[src/rtl/mem_wb_stage.sv]
// Memory-to-writeback pipeline register with stall, bubble, sticky halt and write-enable generation.
// Optional performance counters are built when MEM_WB_PERF_EN is defined.
module mem_wb_stage #(
   parameter int WORD_W = 32,
   parameter int REG_W = 8,
   parameter logic [REG_W-1:0] RNONE = 8'h0F
) (
   input  logic              clk,
   input  logic              rst,
   input  logic              mem_stall,
   input  logic              mem_bubble,
   input  logic [REG_W-1:0]  mem_icode,
   input  logic [2:0]        mem_stat,
   input  logic [WORD_W-1:0] mem_valE,
   input  logic [WORD_W-1:0] mem_valM,
   input  logic [REG_W-1:0]  mem_dstE,
   input  logic [REG_W-1:0]  mem_dstM,
   output logic [REG_W-1:0]  wb_icode,
   output logic [2:0]        wb_stat,
   output logic [WORD_W-1:0] wb_valE,
   output logic [WORD_W-1:0] wb_valM,
   output logic [REG_W-1:0]  wb_dstE,
   output logic [REG_W-1:0]  wb_dstM,
   output logic              wb_weE,
   output logic              wb_weM,
   output logic              cpu_halted
`ifdef MEM_WB_PERF_EN
   ,
   output logic [31:0]       perf_retired,
   output logic [31:0]       perf_bubbles
`endif
);

   localparam logic [REG_W-1:0] ICODE_NOP = REG_W'(1);
   localparam logic [2:0]       STAT_BUB  = 3'd0;
   localparam logic [2:0]       STAT_AOK  = 3'd1;
   localparam logic [2:0]       STAT_HLT  = 3'd2;

   // Control has no handshake: stall and bubble are level-sensitive commands
   // sampled on each rising edge; bubble wins over stall, halt wins over both.
   logic bubble_en;
   logic load_en;
   logic fault_in;

   always_comb begin
      bubble_en = !cpu_halted && mem_bubble;
      load_en   = !cpu_halted && !mem_bubble && !mem_stall;
      // Everything from HLT upward (including undefined 5-7) stops the pipe.
      fault_in  = (mem_stat >= STAT_HLT);
   end

   always_ff @(posedge clk) begin
      if (rst) begin
         wb_icode   <= ICODE_NOP;
         wb_stat    <= STAT_BUB;
         wb_valE    <= '0;
         wb_valM    <= '0;
         wb_dstE    <= RNONE;
         wb_dstM    <= RNONE;
         cpu_halted <= 1'b0;
      end else if (bubble_en) begin
         wb_icode   <= ICODE_NOP;
         wb_stat    <= STAT_BUB;
         wb_valE    <= '0;
         wb_valM    <= '0;
         wb_dstE    <= RNONE;
         wb_dstM    <= RNONE;
      end else if (load_en) begin
         wb_icode   <= mem_icode;
         wb_stat    <= mem_stat;
         wb_valE    <= mem_valE;
         wb_valM    <= mem_valM;
         wb_dstE    <= mem_dstE;
         wb_dstM    <= mem_dstM;
         cpu_halted <= fault_in;
      end
   end

   // Enables come only from the W registers so a faulting status can never write.
   always_comb begin
      wb_weE = (wb_stat == STAT_AOK) && (wb_dstE != RNONE);
      wb_weM = (wb_stat == STAT_AOK) && (wb_dstM != RNONE);
   end

`ifdef MEM_WB_PERF_EN
   always_ff @(posedge clk) begin
      if (rst) begin
         perf_retired <= '0;
         perf_bubbles <= '0;
      end else begin
         if (load_en && (mem_stat == STAT_AOK) && (perf_retired != 32'hFFFF_FFFF))
            perf_retired <= perf_retired + 32'd1;
         if (bubble_en && (perf_bubbles != 32'hFFFF_FFFF))
            perf_bubbles <= perf_bubbles + 32'd1;
      end
   end
`endif

endmodule

[config.mk]
export PLATFORM = sky130hd
export DESIGN_NAME = mem_wb_stage
export DESIGN_NICKNAME = d
export VERILOG_FILES = /design/src/rtl/mem_wb_stage.sv
export SDC_FILE = /design/constraint.sdc
export NUM_CORES = 1
export LEC_CHECK = 0
export CAP_MARGIN = 40
export CORE_ASPECT_RATIO = 1.2
export CORE_UTILIZATION = 38
export DETAILED_ROUTE_END_ITERATION = 8
export PLACE_DENSITY = 0.8
export SLEW_MARGIN = 20
export SYNTH_ARGS = -nofsm -noshare
export SYNTH_HDL_FRONTEND = slang
export SYNTH_SLANG_ARGS = --single-unit
[constraint.sdc]
create_clock -name clk -period 1.55 [get_ports clk]
set_input_delay 0.31 -clock clk [delete_from_list [all_inputs] [get_ports clk]]
set_output_delay 0.31 -clock clk [all_outputs]
set_load 0.02 [all_outputs]
# Word level (Yosys, flattened, before mapping)
# Cells that the tools add are included.
# totals
regBits	92
elab_cells	22
out_inout_bits	94
# classes
n_reduce_logical	10
magnitude_cmp	1
bitwise	1
eq_ne	3
# ops
cell	n
$ne 8x4->1 const B	2
$logic_and 1x1->1	5
$eq 3x1->1 const B	1
$ge 3x2->1 const B	1
$logic_not 1->1	3
$reduce_and 2->1	1
$reduce_or 2->1	1
$not 1->1	1

# Logic depth before layout (Yosys ltp)
# Gate-level depths: netlist of the first run.
# logic_depth
word_depth	4
depth_mapped	5
mapped_depth_nobuf	3

# Worst setup path after synthesis of the first run
# OpenSTA, ideal clock, no wires.
# synth_timing
kind	reg-to-output
from	register wb_stat[0]
to	output port wb_weE
arrival_time_ps	1168
stages_incl_launch_ff	3
t_required_ps	1240
path_slack_ps	72
path_cell_list	dfxtp_1 or3b_1 a21oi_1
# synth_between
elab_chain_cells	2
# synth_rtl
element	line	source
start: declaration	19	output logic [2:0] wb_stat,
start signal: assignment	70	wb_stat <= mem_stat;
$eq 3x1->1	81	wb_weE = (wb_stat == STAT_AOK) && (wb_dstE != RNONE);
$logic_and 1x1->1	81	
end: declaration	24	output logic wb_weE,
# Every way passes these cells.

# Worst setup path after layout of the first run
# layout_timing
from	register wb_stat[1]
to	output port wb_weM
# layout_between
elab_chain_cells	2
# layout_rtl
element	line	source
$eq 3x1->1	82	wb_weM = (wb_stat == STAT_AOK) && (wb_dstM != RNONE);
$logic_and 1x1->1	82	
end: declaration	25	output logic wb_weM,
# Every way passes these cells.

==> results of run 1 <==
cell usage after synthesis:
| master | instances | area [um2] |
|---|---|---|
| a21oi_1 | 82 | 410 |
| nor2_1 | 1 | 3.75 |
| buf_6 | 18 | 203 |
| clkbuf_2 | 1 | 5.00 |
| clkbuf_1 | 8 | 30.0 |
| and4b_1 | 2 | 20.0 |
| dfxtp_1 | 92 | 1840 |
| or3_1 | 1 | 6.26 |
| nand3_1 | 9 | 45.0 |
| o21ai_0 | 1 | 5.00 |
| or3b_1 | 1 | 8.76 |
| nor3_4 | 1 | 16.3 |
| a21oi_2 | 4 | 35.0 |
| a21o_1 | 1 | 7.51 |
| nand2_1 | 182 | 683 |
| inv_1 | 1 | 3.75 |
| buf_4 | 1 | 7.51 |
| nor4b_1 | 2 | 17.5 |
through the flow:
stage	setup TNS (ps)	util	worst slack (ps)	cell area, um2
after global placement	-16370	0.632	-225	5410
final	-199	0.636	-101	5450
after CTS	-253	0.635	-129	5440
after floorplan	0	-	72.0	3350
after detailed placement	-19170	0.632	-242	5410
after global routing	-274	0.636	-139	5450
layer usage:
metal  part of all wire  vias to the layer above  wire length [um]  GRT usage
li1                   -                     1703                 -          -
met1               0.39                     1557              3570      0.210
met2               0.50                      135              4570      0.349
met3              0.073                       28               666     0.0545
met4              0.040                        0               364      0.118
met5                  0                        -                 0          0
where the power goes:
group	switching, W	internal (W)	total, W
logic	0.000369	0.000401	0.000770
clock network	0.000719	0.000537	0.00126
registers	0.0000346	0.00243	0.00247
worst max-delay path by stage:
stage / from / endpoint / cells past startpoint
floorplan: wb_stat[0] / wb_weE / 2
global placement: wb_stat[2] / wb_weE / 3
detailed placement: mem_bubble / wb_valM[23] / 5
CTS: wb_stat[2] / wb_weE / 3
global route: wb_stat[1] / wb_weM / 3
finish: wb_stat[1] / wb_weM / 3
cells by family after synthesis:
family,count (synthesis),share of synthesized area
AND/OR/NAND/NOR,199,0.239
AO/OA/AOI/OAI,88,0.137
buffers and inverters,29,0.0743
flip-flops,92,0.550
critical path, delay by kind of cell, from the launching register on:
| kind | cells | cell delay (ps) |
|---|---|---|
| AND/OR/NAND/NOR | 1 | 400 |
| buffers and inverters | 1 | 150 |
| flip-flops | 1 | 320 |
| AO/OA/AOI/OAI | 1 | 120 |
registers in the layout, indices dropped and copies added, names as in the netlist:
| signal | cells |
|---|---|
| wb_valE | 32 |
| wb_valM | 32 |
| wb_dstE | 8 |
| wb_dstM | 8 |
| wb_icode | 8 |
| wb_stat | 3 |
| cpu_halted | 1 |
cell type report:
cell class / count / share of cell area
inverter: 1 / 0.000689
tap: 117 / 0.0269
sequential: 92 / 0.339
clock buffer: 10 / 0.0234
multi-input combinational: 287 / 0.234
clock inverter: 1 / 0.000918
timing repair buffer: 216 / 0.375
repair_timing:
action	in CTS	in global routing
pin swaps	0	1
setup endpoints to repair	94	2
setup buffers	0	1
resized for setup	106	5
==> run_results.csv, run 1 <==
group,metric,value,unit
run_status,status,"complete, but fails checks",
run_status,violations,"negative setup slack",
cells_and_area,mostFrequentLayoutCells,"182 x nand2_1, 94 x clkdlybuf4s50_1, 91 x dlygate4sd2_1, 89 x dfxtp_1, 80 x a21oi_1",
place,dpl.cell_count,712,
drt,first_iter_violations,113,
power_and_ir_drop,power.density,825,mW/mm2
synth,ys_seq_elements,92,
global_route,grt_overflow,0,
critical_path,worstSetupEndpointType,"output pin",
cells_and_area,n_fill_cell,764,
cts,cts_buffers,9,
min_path,hold_start,"wb_valE[10]",
cts,clockBufferDepth,2,
cts,htreeDepth,3,
synth,yosysUniqueCellTypes,18,
timing,min_period_over_period,1.07,
timing,fmax,606,MHz
timing,finClkSkew,7.00,ps
power_and_ir_drop,ir_drop,0.000631,V
timing,tightest_slew,319,ps
floorplan,initial_utilization,0.391,
min_path,min_to,"wb_valE[10]",
timing,hold_viol,0,
cells_and_area,multi_input_area,0.00128,mm2
timing,min_period,1650,ps
timing,slew_headroom,0.784,
cells_and_area,drive_gt1_frac,0.0906,
cts,hold_buffers,0,
global_route,grt_pass1_wl,14.4,mm
flow_run,drv_cap,0,
drt,routed_wl,9.17,mm
floorplan,num_io_pins,189,
cts,cts_sinks,92,
drt,vias,3423,
min_path,hold_path_depth,2,
critical_path,cpMaxStageDelayCell,"or3b_4",
critical_path,r2r_setup_slack,130,ps
synth,syn_nets,503,
global_route,grt_usage,0.200,
critical_path,crit_fanout,2,
drt,drtAntennaViolNets,0,
critical_path,rr_endpoint,"wb_valM[23]",
critical_path,path_class,"flip-flop to output pin",
place,dp_hpwl,6.74,mm
cells_and_area,final_common_cell,"nand2_1",
power_and_ir_drop,cellLeakagePower,2.36,nW
drt,via_per_inst,4.73,
timing,rsz0062_at_grt,"true",
cells_and_area,nNetsFinal,702,
timing,fin_ws,-101,ps
critical_path,slowest_delay,400,ps
drt,wl_per_cell,12.7,um
floorplan,die-area,0.00920,mm2
critical_path,crit_arrival,1340,ps
synth,netlist_instances,408,
cells_and_area,seq_area,0.00185,mm2
cts,clk_pin_slew,80,ps
floorplan,design.core.area,0.00856,mm2
floorplan,dieHeight,105,um
min_path,hold_path.class,"flip-flop to flip-flop",
cts,clk_latency,350,ps
place,gp_congestion,0.779,
synth,synth_area,0.00335,mm2
synth,yosysSeqAreaShare,0.550,
floorplan,die_w,87.7,um
critical_path,r2r_cells,4,
timing,slew_violations,0,
timing,setup_viol,2,
drt,firstDrtPassIters,4,
timing,whs,451,ps
cts,tritoncts,"built",
critical_path,cp.required,1240,ps
global_route,grt_pass1_vias,3201,
critical_path,path_cells,"or3b_4 > a21oi_2 > buf_4",
global_route,grt_max_degree,55,
drt,drc,0,
floorplan,core.rowCount,37,
cells_and_area,area_delta_synth_final,62.7,%
global_route,antenna_found_initial,0,
power_and_ir_drop,total_power,0.00449,W
synth,ys_warn_count,0,
critical_path,r2r_start,"cpu_halted",
critical_path,cp-start-kind,"flip-flop",
cells_and_area,num_antenna_cells,0,
cts,root_buffer,"clkbuf_8",
synth,syn_avg_cell_area,8.21,um2
place,portBuffers,188,
cells_and_area,instances_no_fill,724,
No activity file was read; power rests on OpenSTA's default activity.
==> run 2: changes to the inputs <==
--- a/config.mk
+++ b/config.mk
@@ -8,6 +8,7 @@
 export CAP_MARGIN = 40
 export CORE_ASPECT_RATIO = 1.2
 export CORE_UTILIZATION = 38
+export CTS_CLUSTER_DIAMETER = 50
 export DETAILED_ROUTE_END_ITERATION = 8
 export PLACE_DENSITY = 0.8
 export SLEW_MARGIN = 20
==> results of run 2 <==
Final layout, timing and power as in run 1 (identical DEF).
==> run 3: changes to the inputs <==
--- a/config.mk
+++ b/config.mk
@@ -7,6 +7,7 @@
 export LEC_CHECK = 0
 export CAP_MARGIN = 40
 export CORE_ASPECT_RATIO = 1.2
+export CORE_MARGIN = 10
 export CORE_UTILIZATION = 38
 export CTS_CLUSTER_DIAMETER = 50
 export DETAILED_ROUTE_END_ITERATION = 8
==> run 3 against run 2 <==
  * The flow still finishes with violations (negative setup slack)
  * Clock power rose by 30%
  * Combinational power up 1%
  * Non-clock buffer count decreased by 1
  * Critical path depth did not move
  * Worst setup slack gained 2.2 ps
  * Critical path type unchanged
  * Highest routed layer unchanged
==> run_results.csv, run 3 (synthesis results as in run 1) <==
group,metric,value,unit
cts,cts_setup_buffers,0,
timing,fmax,607,MHz
floorplan,num_io_pins,189,
power_and_ir_drop,cellLeakagePower,2.39,nW
floorplan,dieHeight,123,um
power_and_ir_drop,total_power,0.00489,W
global_route,grt_pass1_vias,3418,
run_status,status,"complete, but fails checks",
floorplan,die_w,106,um
cells_and_area,seq_area,0.00184,mm2
drt,vias,3362,
drt,firstDrtPassIters,4,
timing,slew_headroom,0.787,
global_route,grt_max_degree,49,
timing,whs,454,ps
cells_and_area,final_common_cell,"nand2_1",
cells_and_area,multi_input_area,0.00128,mm2
cts,cts_buffers,9,
timing,hold_viol,0,
critical_path,cp.required,1240,ps
cts,cts_sinks,92,
drt,wl_per_cell,15.3,um
cts,clk_latency,340,ps
drt,drtAntennaViolNets,0,
power_and_ir_drop,power.density,887,mW/mm2
place,place_ws,-253,ps
timing,setup_viol,2,
cells_and_area,area_delta_synth_final,64.7,%
place,portBuffers,188,
drt,via_per_inst,4.64,
power_and_ir_drop,ir_drop,0.000550,V
timing,slew_violations,0,
cells_and_area,num_antenna_cells,0,
cells_and_area,n_fill_cell,781,
floorplan,design.core.area,0.00861,mm2
place,gp_congestion,0.784,
cts,hold_buffers,0,
critical_path,crit_arrival,1340,ps
run_status,violations,"negative setup slack",
timing,min_period,1650,ps
critical_path,path_cells,"or3b_4 > a21oi_2 > buf_6",
cts,root_buffer,"clkbuf_8",
critical_path,slowest_delay,410,ps
timing,finClkSkew,10.3,ps
drt,first_iter_violations,126,
cells_and_area,mostFrequentLayoutCells,"182 x nand2_1, 94 x clkdlybuf4s50_1, 92 x dlygate4sd2_1, 90 x dfxtp_1, 80 x a21oi_1",
min_path,hold_path.class,"flip-flop to flip-flop",
floorplan,die-area,0.0130,mm2
cts,htreeDepth,3,
critical_path,path_class,"flip-flop to output pin",
cells_and_area,drive_gt1_frac,0.0905,
drt,drc,0,
critical_path,cpMaxStageDelayCell,"or3b_4",
floorplan,core.rowCount,37,
timing,tightest_slew,319,ps
drt,routed_wl,11.1,mm
cells_and_area,final_core_util,0.641,
floorplan,initial_utilization,0.389,
cells_and_area,top_regs,"wb_valE x32, wb_valM x32",
global_route,antenna_found_initial,0,
cts,clockBufferDepth,2,
timing,fin_ws,-98.7,ps
global_route,grt_usage,0.165,
critical_path,cp-start-kind,"flip-flop",
place,dp_hpwl,8.60,mm
timing,rsz0062_at_grt,"true",
cts,tritoncts,"built",
global_route,grt_pass1_wl,17.4,mm
cells_and_area,nNetsFinal,701,
flow_run,drv_cap,0,
cts,clk_pin_slew,80,ps
global_route,grt_overflow,0,
critical_path,worstSetupEndpointType,"output pin",
critical_path,crit_fanout,2,
timing,min_period_over_period,1.06,
==> run 3: cell count changes in the layout (fill, tap and decap cells not counted), sizes merged <==
cell         before  now
bufinv            0    2
buf              30   29
clkbuf           11   10
dlygate4sd2      91   92
==> run 3: metrics by stage <==
stage	instances	instance area, um2	setup TNS [ps]
5_1_grt	725	5520	-309
6_report	725	5520	-188
3_5_place_dp	712	5410	-18570
4_1_cts	725	5510	-233
3_3_place_gp	712	5410	-16300
2_1_floorplan	408	3350	0
==> run 3: final timing paths <==
check	end	slack [ps]	from	cells past startpoint
hold / removal	wb_valE[8]	450	wb_valE[8]	2
hold reg to reg	wb_valE[8]	450	wb_valE[8]	2
setup / recovery	wb_weM	-100	wb_stat[1]	3
setup reg to reg	wb_valE[24]	110	cpu_halted	4
==> run 3: area by class of cell <==
| class | count | area share |
|---|---|---|
| Sequential cell | 92 | 0.334 |
| Timing Repair Buffer | 215 | 0.371 |
| Clock buffer | 10 | 0.0231 |
| Clock inverter | 3 | 0.0118 |
| Tap cell | 117 | 0.0265 |
| Inverter | 1 | 0.000680 |
| Multi-Input combinational cell | 287 | 0.233 |
==> run 3: power by group <==
group	switching [W]	internal [W]
Sequential	0.0000362	0.00243
Combinational	0.000376	0.000404
Clock	0.000762	0.000881
Total	0.00117	0.00372
==> run 3: per-layer routing <==
metal | track usage | share of wire | vias to the layer above
li1 | - | - | 1705
met1 | 0.175 | 0.40 | 1522
met2 | 0.285 | 0.49 | 120
met3 | 0.0713 | 0.094 | 15
met4 | 0.0653 | 0.016 | 0
met5 | 0 | 0 | -
==> run 3: what timing repair did <==
item                                   in CTS  in global routing
pin swaps                                   1                  0
endpoints found under the hold margin       0                  0
setup endpoints to repair                  94                  2
gates cloned                                0                  0
resized for setup                         109                  2
==> run 3: worst max-delay path, delay by kind of cell, from the launching register on <==
family | cells | cell delay (ps)
buf+inv | 1 | 140
simple gates | 1 | 410
flops | 1 | 320
compound gates | 1 | 130
